===== src/rtl/reg_univ_pkg.sv =====
// Shared types for the universal register: operation encoding and its width.
package reg_univ_pkg;

    localparam int unsigned MODE_W = 3;

    typedef enum logic [MODE_W-1:0] {
        ModeHold = 3'd0,
        ModeLoad = 3'd1,
        ModeShl  = 3'd2,
        ModeShr  = 3'd3,
        ModeRol  = 3'd4,
        ModeRor  = 3'd5,
        ModeAsr  = 3'd6,
        ModeClr  = 3'd7
    } mode_e;

endpackage


===== src/rtl/reg_univ_next.sv =====
// Combinational next-state logic for reg_univ: computes the post-operation register value and the
// bit shifted or rotated out. ModeHold returns the current value; the caller decides whether
// Cout is updated.
module reg_univ_next
    import reg_univ_pkg::*;
#(
    parameter int unsigned WIDTH = 4
) (
    input  logic [WIDTH-1:0] q_i,
    input  logic [WIDTH-1:0] d_i,
    input  logic             sin_i,
    input  mode_e            mode_i,
    output logic [WIDTH-1:0] q_next_o,
    output logic             cout_next_o
);

    // Decode the operation into the new contents and the outgoing bit
    always_comb begin
        q_next_o    = q_i;
        cout_next_o = 1'b0;
        unique case (mode_i)
            ModeHold: begin
                q_next_o    = q_i;
                cout_next_o = 1'b0;
            end
            ModeLoad: begin
                q_next_o    = d_i;
                cout_next_o = 1'b0;
            end
            ModeShl: begin
                q_next_o    = {q_i[WIDTH-2:0], sin_i};
                cout_next_o = q_i[WIDTH-1];
            end
            ModeShr: begin
                q_next_o    = {sin_i, q_i[WIDTH-1:1]};
                cout_next_o = q_i[0];
            end
            ModeRol: begin
                q_next_o    = {q_i[WIDTH-2:0], q_i[WIDTH-1]};
                cout_next_o = q_i[WIDTH-1];
            end
            ModeRor: begin
                q_next_o    = {q_i[0], q_i[WIDTH-1:1]};
                cout_next_o = q_i[0];
            end
            ModeAsr: begin
                q_next_o    = {q_i[WIDTH-1], q_i[WIDTH-1:1]};
                cout_next_o = q_i[0];
            end
            ModeClr: begin
                q_next_o    = '0;
                cout_next_o = 1'b0;
            end
            default: begin
                q_next_o    = q_i;
                cout_next_o = 1'b0;
            end
        endcase
    end

endmodule


===== src/rtl/reg_univ.sv =====
// Universal register: WIDTH-bit accumulator/shift register with clock enable, eight modes,
// registered carry-out and combinational zero flag. Synchronous active-high reset.
// Optional shadow register (snap/restore/swap) enabled by defining REG_UNIV_SNAPSHOT_EN.
module reg_univ
    import reg_univ_pkg::*;
#(
    parameter int unsigned     WIDTH   = 4,
    parameter logic [WIDTH-1:0] RST_VAL = '0
) (
    input  logic              clk,
    input  logic              Rst,
    input  logic              En,
    input  logic [MODE_W-1:0] Mode,
    input  logic [WIDTH-1:0]  D,
    input  logic              Sin,
    output logic [WIDTH-1:0]  Q,
    output logic              Cout,
    output logic              Zero
`ifdef REG_UNIV_SNAPSHOT_EN
    ,
    input  logic              Snap,
    input  logic              Restore,
    output logic [WIDTH-1:0]  Q_shadow
`endif
);

    if (WIDTH < 2) begin : g_width_check
        $error("reg_univ: WIDTH must be at least 2");
    end

    logic [WIDTH-1:0] q_q, q_d;
    logic             cout_q, cout_d;
    logic [WIDTH-1:0] q_next;
    logic             cout_next;
    mode_e            mode;

    assign mode = mode_e'(Mode);

    reg_univ_next #(
        .WIDTH(WIDTH)
    ) u_next (
        .q_i        (q_q),
        .d_i        (D),
        .sin_i      (Sin),
        .mode_i     (mode),
        .q_next_o   (q_next),
        .cout_next_o(cout_next)
    );

`ifdef REG_UNIV_SNAPSHOT_EN
    logic [WIDTH-1:0] shadow_q, shadow_d;

    // Enable gating, restore override and shadow capture (snap+restore swaps Q and shadow)
    always_comb begin
        q_d      = q_q;
        cout_d   = cout_q;
        shadow_d = shadow_q;
        if (En) begin
            if (Snap) begin
                shadow_d = q_q;
            end
            if (Restore) begin
                q_d    = shadow_q;
                cout_d = 1'b0;
            end else if (mode != ModeHold) begin
                q_d    = q_next;
                cout_d = cout_next;
            end
        end
    end

    // Shadow register, cleared by reset
    always_ff @(posedge clk) begin
        if (Rst) begin
            shadow_q <= '0;
        end else begin
            shadow_q <= shadow_d;
        end
    end

    assign Q_shadow = shadow_q;
`else
    // Enable gating; ModeHold leaves both Q and Cout untouched
    always_comb begin
        q_d    = q_q;
        cout_d = cout_q;
        if (En && (mode != ModeHold)) begin
            q_d    = q_next;
            cout_d = cout_next;
        end
    end
`endif

    // Main register and carry-out flop; reset has priority over everything
    always_ff @(posedge clk) begin
        if (Rst) begin
            q_q    <= RST_VAL;
            cout_q <= 1'b0;
        end else begin
            q_q    <= q_d;
            cout_q <= cout_d;
        end
    end

    assign Q    = q_q;
    assign Cout = cout_q;
    assign Zero = (q_q == '0);

endmodule


===== config.mk =====
export PLATFORM = sky130hd
export DESIGN_NAME = reg_univ
export DESIGN_NICKNAME = d
export VERILOG_FILES = /design/src/rtl/reg_univ_pkg.sv /design/src/rtl/reg_univ_next.sv /design/src/rtl/reg_univ.sv
export SDC_FILE = /design/constraint.sdc
export NUM_CORES = 1
export LEC_CHECK = 0
export CAP_MARGIN = 15
export CORE_AREA = 3 3 40 42
export CTS_BUF_LIST = sky130_fd_sc_hd__clkbuf_4
export DETAILED_ROUTE_END_ITERATION = 16
export DIE_AREA = 0 0 43 45
export DONT_BUFFER_PORTS = 1
export HOLD_SLACK_MARGIN = 0.05
export PLACE_DENSITY = 0.53
export SLEW_MARGIN = 20
export SYNTH_ARGS = -nofsm -noshare
export SYNTH_HDL_FRONTEND = slang
export SYNTH_HIERARCHICAL = 1
export SYNTH_SLANG_ARGS = --single-unit

===== constraint.sdc =====
create_clock -name clk -period 1.49 [get_ports clk]
set_clock_uncertainty 0.05 [all_clocks]
set_input_delay 0.2235 -clock clk [delete_from_list [all_inputs] [get_ports clk]]
set_output_delay 0.2235 -clock clk [all_outputs]
set_load 0.02 [all_outputs]

======== Word level (Yosys, flattened, before mapping) ========
Index checks and enable logic that the tools add are counted.
word-level totals
  output and inout bits ................... 6
  input bits .............................. 11
  flip-flop bits (word level) ............. 5
cells by class
  bitwise logic cells ..................... 2
  equality and inequality tests ........... 7
  reduce and logical (&&, ||, !) cells .... 9
  multiplexer cells ....................... 2
operators by type and width
  cell                                                  count
  case mux 4 bit (7 select lines)                       1
  equality test 3 bit (second input constant)           4
  equality test 3 x 2 -> 1 bit (second input constant)  2
  OR reduction 3 bit                                    2
  logical NOT 4 bit                                     1
  equality test 3 x 1 -> 1 bit (second input constant)  1
  logical NOT 3 bit                                     1
  case mux 1 bit (3 select lines)                       1
  AND reduction 3 bit                                   1
  nonzero test 3 bit                                    1
  NOT 1 bit                                             2
  AND reduction 2 bit                                   1
  OR reduction 2 bit                                    1
  logical AND 1 bit                                     1

======== Longest topological paths before layout ========
Gate-level depths: netlist of the first run.
  word-level depth ........................ 3
  depth in mapped cells ................... 8
  mapped depth without buffers ............ 6

======== Cells and area by module ========
Netlist of the first run, hierarchy kept.
by module, submodules not included
  module         times used  area an instance (um^2)  cells an instance
  reg_univ_next  1           269.0                    38
  reg_univ       1           239.0                    23

======== Least setup slack after synthesis of the first run ========
Ideal clock, no wire load.
  kind .................................... reg-to-output
  start ................................... register q_q[0] (netlist: Q[0])
  end ..................................... output port Zero
  stages on the path, launching flop included .. 2
  path slack .............................. 60 ps
  required time ........................... 1,217 ps
  data arrival time ....................... 1,157 ps
  buffers on the path ..................... 0
  cells stage by stage .................... dfxtp_1 -> nor4_1
on the way
  cells in the longest elaborated chain, start to end .. 1
RTL lines
  item                    RTL line         text
  from (decl)             reg_univ.sv:31   logic [WIDTH-1:0] q_q, q_d;
  from (signal assigned)  reg_univ.sv:100  q_q <= q_d;
  logical NOT 4 bit       reg_univ.sv:107  assign Zero = (q_q == '0);
  to (decl)               reg_univ.sv:18   output logic Zero
No other way between the ends.

======== Worst setup path in the final report of the first run ========
  start ................................... register q_q[3] (netlist: Q[3])
  end ..................................... output port Zero
The elaborated chain is that of the path after synthesis.

==> run metrics, run 1 <==
outcome completed; Layout area overhead 5.17%; GRT Util Overall 12.2%; fin util 41.6%; XOR/XNOR Fraction of Synth Area 3.20%; Tmin final 1440 ps; RSZ-0062 raised after global routing false; diode count 0; Total Neg Setup Slack 0 ps; Worst Max-Slew Pin Slew 329 ps; post-synthesis cell type count 22; share of cells above drive strength 1 17.2%; Internal 0.301 mW; die area 0.00194 mm²; core area 0.00128 mm²; fill count 140; # IOs 17; EDFF count, synth 0; vias in the first global route 428; relative slew slack 78.1%; simple-gate portion of the synthesized area 28.3%; CTS Buf Count 3; mux cell area share after synthesis 17.7%; flip-flop and latch area 101 µm²; multi-input logic area 354 µm²; crit end category output port; global-route wire length before repair 1.81 mm; largest net degree at the start of global routing 19; Pleak 0.212 nW; Compound-Gate Fraction of Synth Area 19.2%; Detailed Route Iter0 Violations 6; setup bufs post-CTS 0; PortBufs 0; CP startpoint kind flop; worst-path fanout max 6; num rows 13; DR vias 428; Fin. Hold Viols 0; Sw Pwr 0.0999 mW; Synth Instances 61; vias per inst 5.42; register bit count reported by yosys 5; Max Fclk 697 MHz; count of final setup violators 0; DR pass1 iterations 4; net count after synthesis 72; Slew Limit Fails 0; sw frac 24.9%; Seq pwr share 36.8%; Peak VDD IR 354 µV; CP Class flop to output port; Tightest Hold Check Type primary input to flop; final WL 1.09 mm; hold_sp Rst; Tcrit/Tclk final 96.3%; hold buffers post-CTS 0; Max-Cap Viols 0; Clock Sinks 5; Die Wd 43 µm; Req. time, crit path 1220 ps; CTS tree done; most frequent cells in the layout nand2b_1, mux2i_1; remaining global-route overflow 0; Synth async-reset ratio 0%; antenna violations before repair 0; # resized after CTS 0; Final ANT Viol Nets 0; Initial Utilization 39.5%; RR Startpoint Q[1]$_SDFFE_PP0P_; Wirelength per Cell 13.8 µm; nets 76; RePlAce Congestion 0.713; root buffer cell clkbuf_4; Synth Flop Type dfxtp_1; syn_area_per_cell 8.33 µm²; Worst Path Arrival 1160 ps; logic gate share of total power 19.3%; worst-skew pair later-pin latency 240 ps; Power Dens Cells 750 mW/mm²; warnings from Yosys 6; commonest non-fill, non-tap cell in the layout nand2b_1; number of remaining DRC errors 0; Clock Path Buffers 2; adder-cell share of the synthesized area 0%; largest family of logic cells by synthesized area simple AND/OR/NAND/NOR gates; Critical Path Start Q[3]$_SDFFE_PP0P_; sequential-to-total area share from yosys stat 19.7%; H-tree levels 1; clock-pin slew on the worst setup and hold paths 50 ps; Post-DP HPWL 824 µm; die height 45 µm; clock power share 43.9%; Mapped Area 508 µm²
-- worst paths after layout --
check / to / slack, ps / cells past startpoint
setup / recovery: Zero / 50 / 3
hold / removal: Q[2]$_SDFFE_PP0P_ / 110 / 2
setup reg to reg: Q[1]$_SDFFE_PP0P_ / 220 / 5
hold reg to reg: Q[1]$_SDFFE_PP0P_ / 480 / 2
-- cell type report --
cell class / count / area share [%]
Multi-Input combinational cell: 51 / 66.3
Sequential cell: 5 / 19.0
Clock buffer: 4 / 5.62
Timing Repair Buffer: 4 / 5.62
Tap cell: 15 / 3.51
-- synth_stat cells, types with 2 or more instances --
library cell / number / area share [%]
nand2b_1: 11 / 14
mux2i_1: 9 / 18
dfxtp_1: 5 / 20
a21oi_1: 4 / 3.9
buf_6: 4 / 8.9
o21ai_1: 4 / 3.9
nand2_1: 3 / 2.2
nor2_1: 3 / 2.2
a31oi_1: 2 / 2.5
nor2b_1: 2 / 2.5
nor3b_1: 2 / 3.0
o21ai_0: 2 / 2.0
-- state kept, by name (all words and copies together), names as in the netlist --
name  flops
Q         4
Cout      1
-- power by group through the flow --
| stage | Sequential, mW | Combinational (mW) | Clock (mW) |
|---|---|---|---|
| 5_1_grt | 0.148 | 0.0843 | 0.187 |
| 4_1_cts | 0.147 | 0.0767 | 0.183 |
| 2_1_floorplan | 0.151 | 0.0835 | 0 |
| 6_report | 0.147 | 0.0775 | 0.176 |
| 3_3_place_gp | 0.149 | 0.0764 | 0 |
| 3_5_place_dp | 0.149 | 0.0761 | 0 |
-- worst max-delay path, stage by stage, from the launching register on --
cell and delay, ps:
dfxtp_1 310, buf_4 170, nor4_2 260, buf_4 180
-- through the flow --
step	std cells	power, mW	instance area [µm²]	hold slack (ps)	worst slack (ps)
3_5_place_dp	75	0.225	497	365	217
4_1_cts	79	0.407	527	106	22.4
6_report	79	0.401	534	114	54.5
2_1_floorplan	61	0.235	508	354	59.7
5_1_grt	79	0.420	534	121	3.45
3_3_place_gp	75	0.225	497	360	182
-- cells by family (layout without fill, tap and decap cells) --
kind of cell	Yosys count	in the layout
AO/OA/AOI/OAI	16	16
flip-flops	5	5
AND/OR/NAND/NOR	25	25
multiplexers	9	9
buffers and inverters	5	8
XOR/XNOR	1	1
-- routing by layer --
| layer | global-route usage [%] | routed length [µm] |
|---|---|---|
| met3 | 2.39 | 73 |
| met1 | 15.9 | 505 |
| met2 | 18.9 | 501 |
| met4 | 7.23 | 11 |
| met5 | 0 | 0 |
(Power assumes the default switching activity.)
==> inputs of run 2 (changes only) <==
Settings changed: CORE_AREA 3 3 40 42 to not set, CORE_UTILIZATION set to 35, DIE_AREA 0 0 43 45 to not set, PLACE_DENSITY 0.53 to 0.5, SKIP_LAST_GASP set to 1.
==> run 2 against run 1 <==
Effect of this change:
- sequential power about the same
- via count up 3.3%
- die area down 17%
- largest cell class unchanged
- sequential share of layout area up 0.22 points
- sequential cell count unchanged
- final area down 1.2%
- global-route usage up 4.5 points
- fmax about the same
- core utilization down 1.5 points
- setup slack about the same
- count of clock-buffer cells in the layout unchanged
- wire length up 4.3%
- largest power group unchanged
==> run metrics, run 2 (synthesized netlist as in run 1, its figures left out) <==
vias in the first global route 363 (-15%); global-route wire length before repair 1.65 mm (-9.1%); diode count 0 (unchanged); DR vias 442 (+3.3%); GRT Util Overall 16.7% (+4.5 points); final WL 1.14 mm (+4.3%); Die Wd 40.1 µm (-6.8%); Layout area overhead 3.94%; Final ANT Viol Nets 0 (unchanged); RePlAce Congestion 0.777 (+8.9%); root buffer cell clkbuf_4; remaining global-route overflow 0 (unchanged); CP startpoint kind flop; Clock Sinks 5 (unchanged); worst-path fanout max 3 (-3); # resized after CTS 1 (+1); Req. time, crit path 1220 ps (about the same); number of remaining DRC errors 0 (unchanged); nets 76 (unchanged); Clock Path Buffers 2 (unchanged); Fin. Hold Viols 0 (unchanged); flip-flop count of the largest register after layout 4 (unchanged); Detailed Route Iter0 Violations 21 (+15); antenna violations before repair 0 (unchanged); CP Class flop to output port; most frequent cells in the layout nand2b_1, mux2i_1; Tcrit/Tclk final 96.3% (about the same); Initial Utilization 38.6% (-0.98 points); Slew Limit Fails 0 (unchanged); core area 0.00132 mm² (+2.5%); H-tree levels 1 (unchanged); vias per inst 5.59 (+3.3%); die height 40.1 µm (-11%); Wirelength per Cell 14.4 µm (+4.3%); Pleak 0.210 nW (-0.70%); RSZ-0062 raised after global routing false; Power Dens Cells 769 mW/mm² (+2.4%); outcome completed; Total Neg Setup Slack 0 ps (unchanged); setup bufs post-CTS 0 (unchanged); relative slew slack 77.0% (-1.1 points); share of cells above drive strength 1 15.6% (-1.6 points); Worst Max-Slew Pin Slew 345 ps (+16.6 ps); # IOs 17 (unchanged); Tightest Hold Check Type primary input to flop; Max-Cap Viols 0 (unchanged); worst-skew pair later-pin latency 250 ps (about the same); clock-pin slew on the worst setup and hold paths 40 ps (about the same); Peak VDD IR 554 µV (+57%); PortBufs 0 (unchanged); Post-DP HPWL 795 µm (-3.5%); CTS tree done; CTS Buf Count 3 (unchanged); commonest non-fill, non-tap cell in the layout nand2b_1; Max Fclk 697 MHz (about the same); DR pass1 iterations 4 (unchanged); hold buffers post-CTS 0 (unchanged); largest net degree at the start of global routing 19 (unchanged); Setup Slack @ Placement 242 ps (+25.0 ps); num rows 13 (unchanged); Tmin final 1440 ps (-0.132 ps); die area 0.00161 mm² (-17%); final worst setup slack 54.6 ps (+0.132 ps); count of final setup violators 0 (unchanged); Worst Path Arrival 1160 ps (about the same); crit end category output port
-- run 2: changes by cell type in the layout (fill, tap and decap cells not counted) --
cell	previous run	this run
nor4_1	0	1
nor4_2	1	0
-- run 2: critical path: stages, from the launching register on --
cell,delay (ps)
dfxtp_1,320
buf_4,170
nor4_1,230
buf_4,190
-- run 2: cell type report --
| class | count | area (µm²) |
|---|---|---|
| multi-input cells | 51 | 348 |
| well taps | 15 | 18.8 |
| flip-flops and latches | 5 | 101 |
| clock buffers | 4 | 30.0 |
| repair buffers | 4 | 30.0 |
| fillers | 137 | 790 |
-- run 2: through the flow --
| step | instance area, µm² | cells | power, mW | hold slack [ps] | util, % |
|---|---|---|---|---|---|
| 2_1_floorplan | 508 | 61 | 0.235 | 354 | - |
| 3_3_place_gp | 497 | 75 | 0.225 | 356 | 37.7 |
| 3_5_place_dp | 497 | 75 | 0.225 | 364 | 37.7 |
| 4_1_cts | 528 | 79 | 0.413 | 90.7 | 40.1 |
| 5_1_grt | 528 | 79 | 0.428 | 101 | 40.1 |
| 6_report | 528 | 79 | 0.406 | 96.2 | 40.1 |
-- run 2: power breakdown --
group          switching [mW]  internal (mW)
clock network          0.0624          0.120
registers             0.00921          0.139
logic                  0.0339         0.0414
total                   0.106          0.300
-- run 2: routing by layer --
metal,up-vias,routed length [µm],global-route usage (%)
met5,-,0,0
met3,3,80,8.33
met4,0,14,10.3
met1,199,522,18.4
li1,224,-,-
met2,16,521,25.4
-- run 2: worst paths after layout --
| check | start | endpoint | slack (ps) | depth (start not counted) |
|---|---|---|---|---|
| worst max register to register | Q[3]$_SDFFE_PP0P_ | Q[0]$_SDFFE_PP0P_ | 230 | 6 |
| worst max-delay path | Q[1]$_SDFFE_PP0P_ | Zero | 50 | 3 |
| worst min-delay path | Rst | Q[0]$_SDFFE_PP0P_ | 100 | 2 |
| worst min register to register | Q[3]$_SDFFE_PP0P_ | Q[3]$_SDFFE_PP0P_ | 500 | 2 |
==> inputs of run 3 (changes only) <==
Settings changed: CORE_AREA set to 2 2 39 41, CORE_UTILIZATION 35 to not set, DIE_AREA set to 0 0 41 43, GPL_TIMING_DRIVEN set to 0, PLACE_DENSITY 0.5 to 0.53, SKIP_CTS_REPAIR_TIMING set to 1.
==> run 3 against run 2 <==
Effect of this change:
- non-clock buffer count increased by 1
- clock power shrank 2%
- core utilization is 1.5 points higher
- largest cell class unchanged
- largest power group unchanged
- final area grew 9.0%
- count of clock-buffer cells in the layout is the same
- combinational power increased by 28%
- fmax increased by 0.80%
- critical path depth is 2 lower
- cell count rose by 2.5%
- sequential share of layout area down 1.4 points
- global-route usage down 2.0 points
- setup slack improved by 11 ps
==> run metrics, run 3 (synthesized netlist as in run 1, its figures left out) <==
Tcrit/Tclk final 95.6% (-0.76 points); most frequent cells in the layout nand2b_1, mux2i_1; Power Dens Cells 745 mW/mm² (-3.0%); RePlAce Congestion 0.663 (-15%); worst-skew pair later-pin latency 250 ps (about the same); diode count 0 (unchanged); WHS 94.6 ps (-1.55 ps); die height 43 µm (+7.2%); PortBufs 0 (unchanged); Post-DP HPWL 780 µm (-1.9%); root buffer cell clkbuf_4; Die Wd 41 µm (+2.3%); Worst Max-Slew Pin Slew 511 ps (+166 ps); Req. time, crit path 1220 ps (about the same); Max Fclk 702 MHz (+0.80%); share of cells above drive strength 1 20.0% (+4.4 points); Fin. Hold Viols 0 (unchanged); Layout area overhead 13.3%; Initial Utilization 36.7% (-1.8 points); CP startpoint kind flop; largest net degree at the start of global routing 11 (-8); num rows 14 (+1); crit-path cells nor4_4; Final ANT Viol Nets 0 (unchanged); Tmin final 1420 ps (-11.4 ps); number of remaining DRC errors 0 (unchanged); Worst Path Arrival 1150 ps (about the same); Detailed Route Iter0 Violations 1 (-95%); Slew Limit Fails 0 (unchanged); Crit path largest cell delay 460 ps (+140 ps); final WL 1.03 mm (-9.3%); global-route wire length before repair 1.75 mm (+6.2%); Overall Power 0.429 mW (+5.7%); CTS Buf Count 3 (unchanged); outcome completed; antenna violations before repair 0 (unchanged); remaining global-route overflow 0 (unchanged); Max-Cap Viols 0 (unchanged); Top delay family on crit path simple AND/OR/NAND/NOR gates; Clock Path Buffers 2 (unchanged); CP Class flop to output port; count of final setup violators 0 (unchanged); crit end category output port; vias per inst 5.22 (-6.7%); Peak VDD IR 414 µV (-25%); Placed Instances 77 (+2.7%); Critical path buffers and inverters 0 (-2); vias in the first global route 433 (+19%); post-route insts no fill 81 (+2.5%); CTS tree done; Wirelength per Cell 12.7 µm (-12%); flip-flop count of the largest register after layout 4 (unchanged); Pleak 0.228 nW (+8.6%); core area 0.00138 mm² (+5.0%); Tightest Hold Check Type primary input to flop; GRT Util Overall 14.8% (-2.0 points); CP max stage cell nor4_4; DR pass1 iterations 2 (-2); Total Neg Setup Slack 0 ps (unchanged); reg2reg setup slack 150 ps (-80 ps); commonest non-fill, non-tap cell in the layout nand2b_1; relative slew slack 65.9% (-11 points); Clock Sinks 5 (unchanged); worst-path fanout max 7 (+4); die area 0.00176 mm² (+9.7%); nets 77 (+1.3%); H-tree levels 1 (unchanged); RSZ-0062 raised after global routing false; DR vias 423 (-4.3%); # IOs 17 (unchanged); clock-pin slew on the worst setup and hold paths 40 ps (about the same)
-- run 3: where the power goes --
group | total, mW | internal, mW | switching [mW]
sequential | 0.154 | 0.139 | 0.0151
combinational | 0.0965 | 0.0520 | 0.0445
clock | 0.178 | 0.120 | 0.0588
total | 0.429 | 0.311 | 0.118
-- run 3: metrics by stage --
step	setup slack, ps	utilization, %	area [µm²]
after floorplan	59.7	-	508
after global placement	-52.3	38.2	528
after detailed placement	-48.7	38.2	528
after CTS	-327	40.3	558
after global routing	5.77	41.6	576
final	66.0	41.6	576
-- run 3: final timing paths --
kind | from | endpoint | cells past startpoint
max | Q[2]$_SDFFE_PP0P_ | Zero | 1
min | Rst | Q[1]$_SDFFE_PP0P_ | 2
max reg2reg | Q[3]$_SDFFE_PP0P_ | Q[0]$_SDFFE_PP0P_ | 6
min reg2reg | Q[1]$_SDFFE_PP0P_ | Q[1]$_SDFFE_PP0P_ | 2
-- run 3: layout make-up --
class / instances / area (µm²)
Buffer: 5 / 60.1
Clock buffer: 4 / 30.0
Fill cell: 151 / 808
Multi-Input combinational cell: 51 / 363
Sequential cell: 5 / 103
Tap cell: 16 / 20.0
-- run 3: worst reg2reg max path, stage by stage, from the launching register on --
cell,delay (ps)
dfxtp_2,460
nor3b_1,210
a211o_1,140
o21ai_1,60
a21oi_1,170
nand2b_1,70
mux2i_1,110
-- run 3: layer usage --
metal / share of wire, % / GRT usage, % / up-vias
met5: 0 / 0 / -
met4: 2.5 / 10.0 / 0
met3: 5.3 / 5.24 / 4
met2: 46 / 21.9 / 11
met1: 46 / 16.8 / 183
li1: - / - / 225
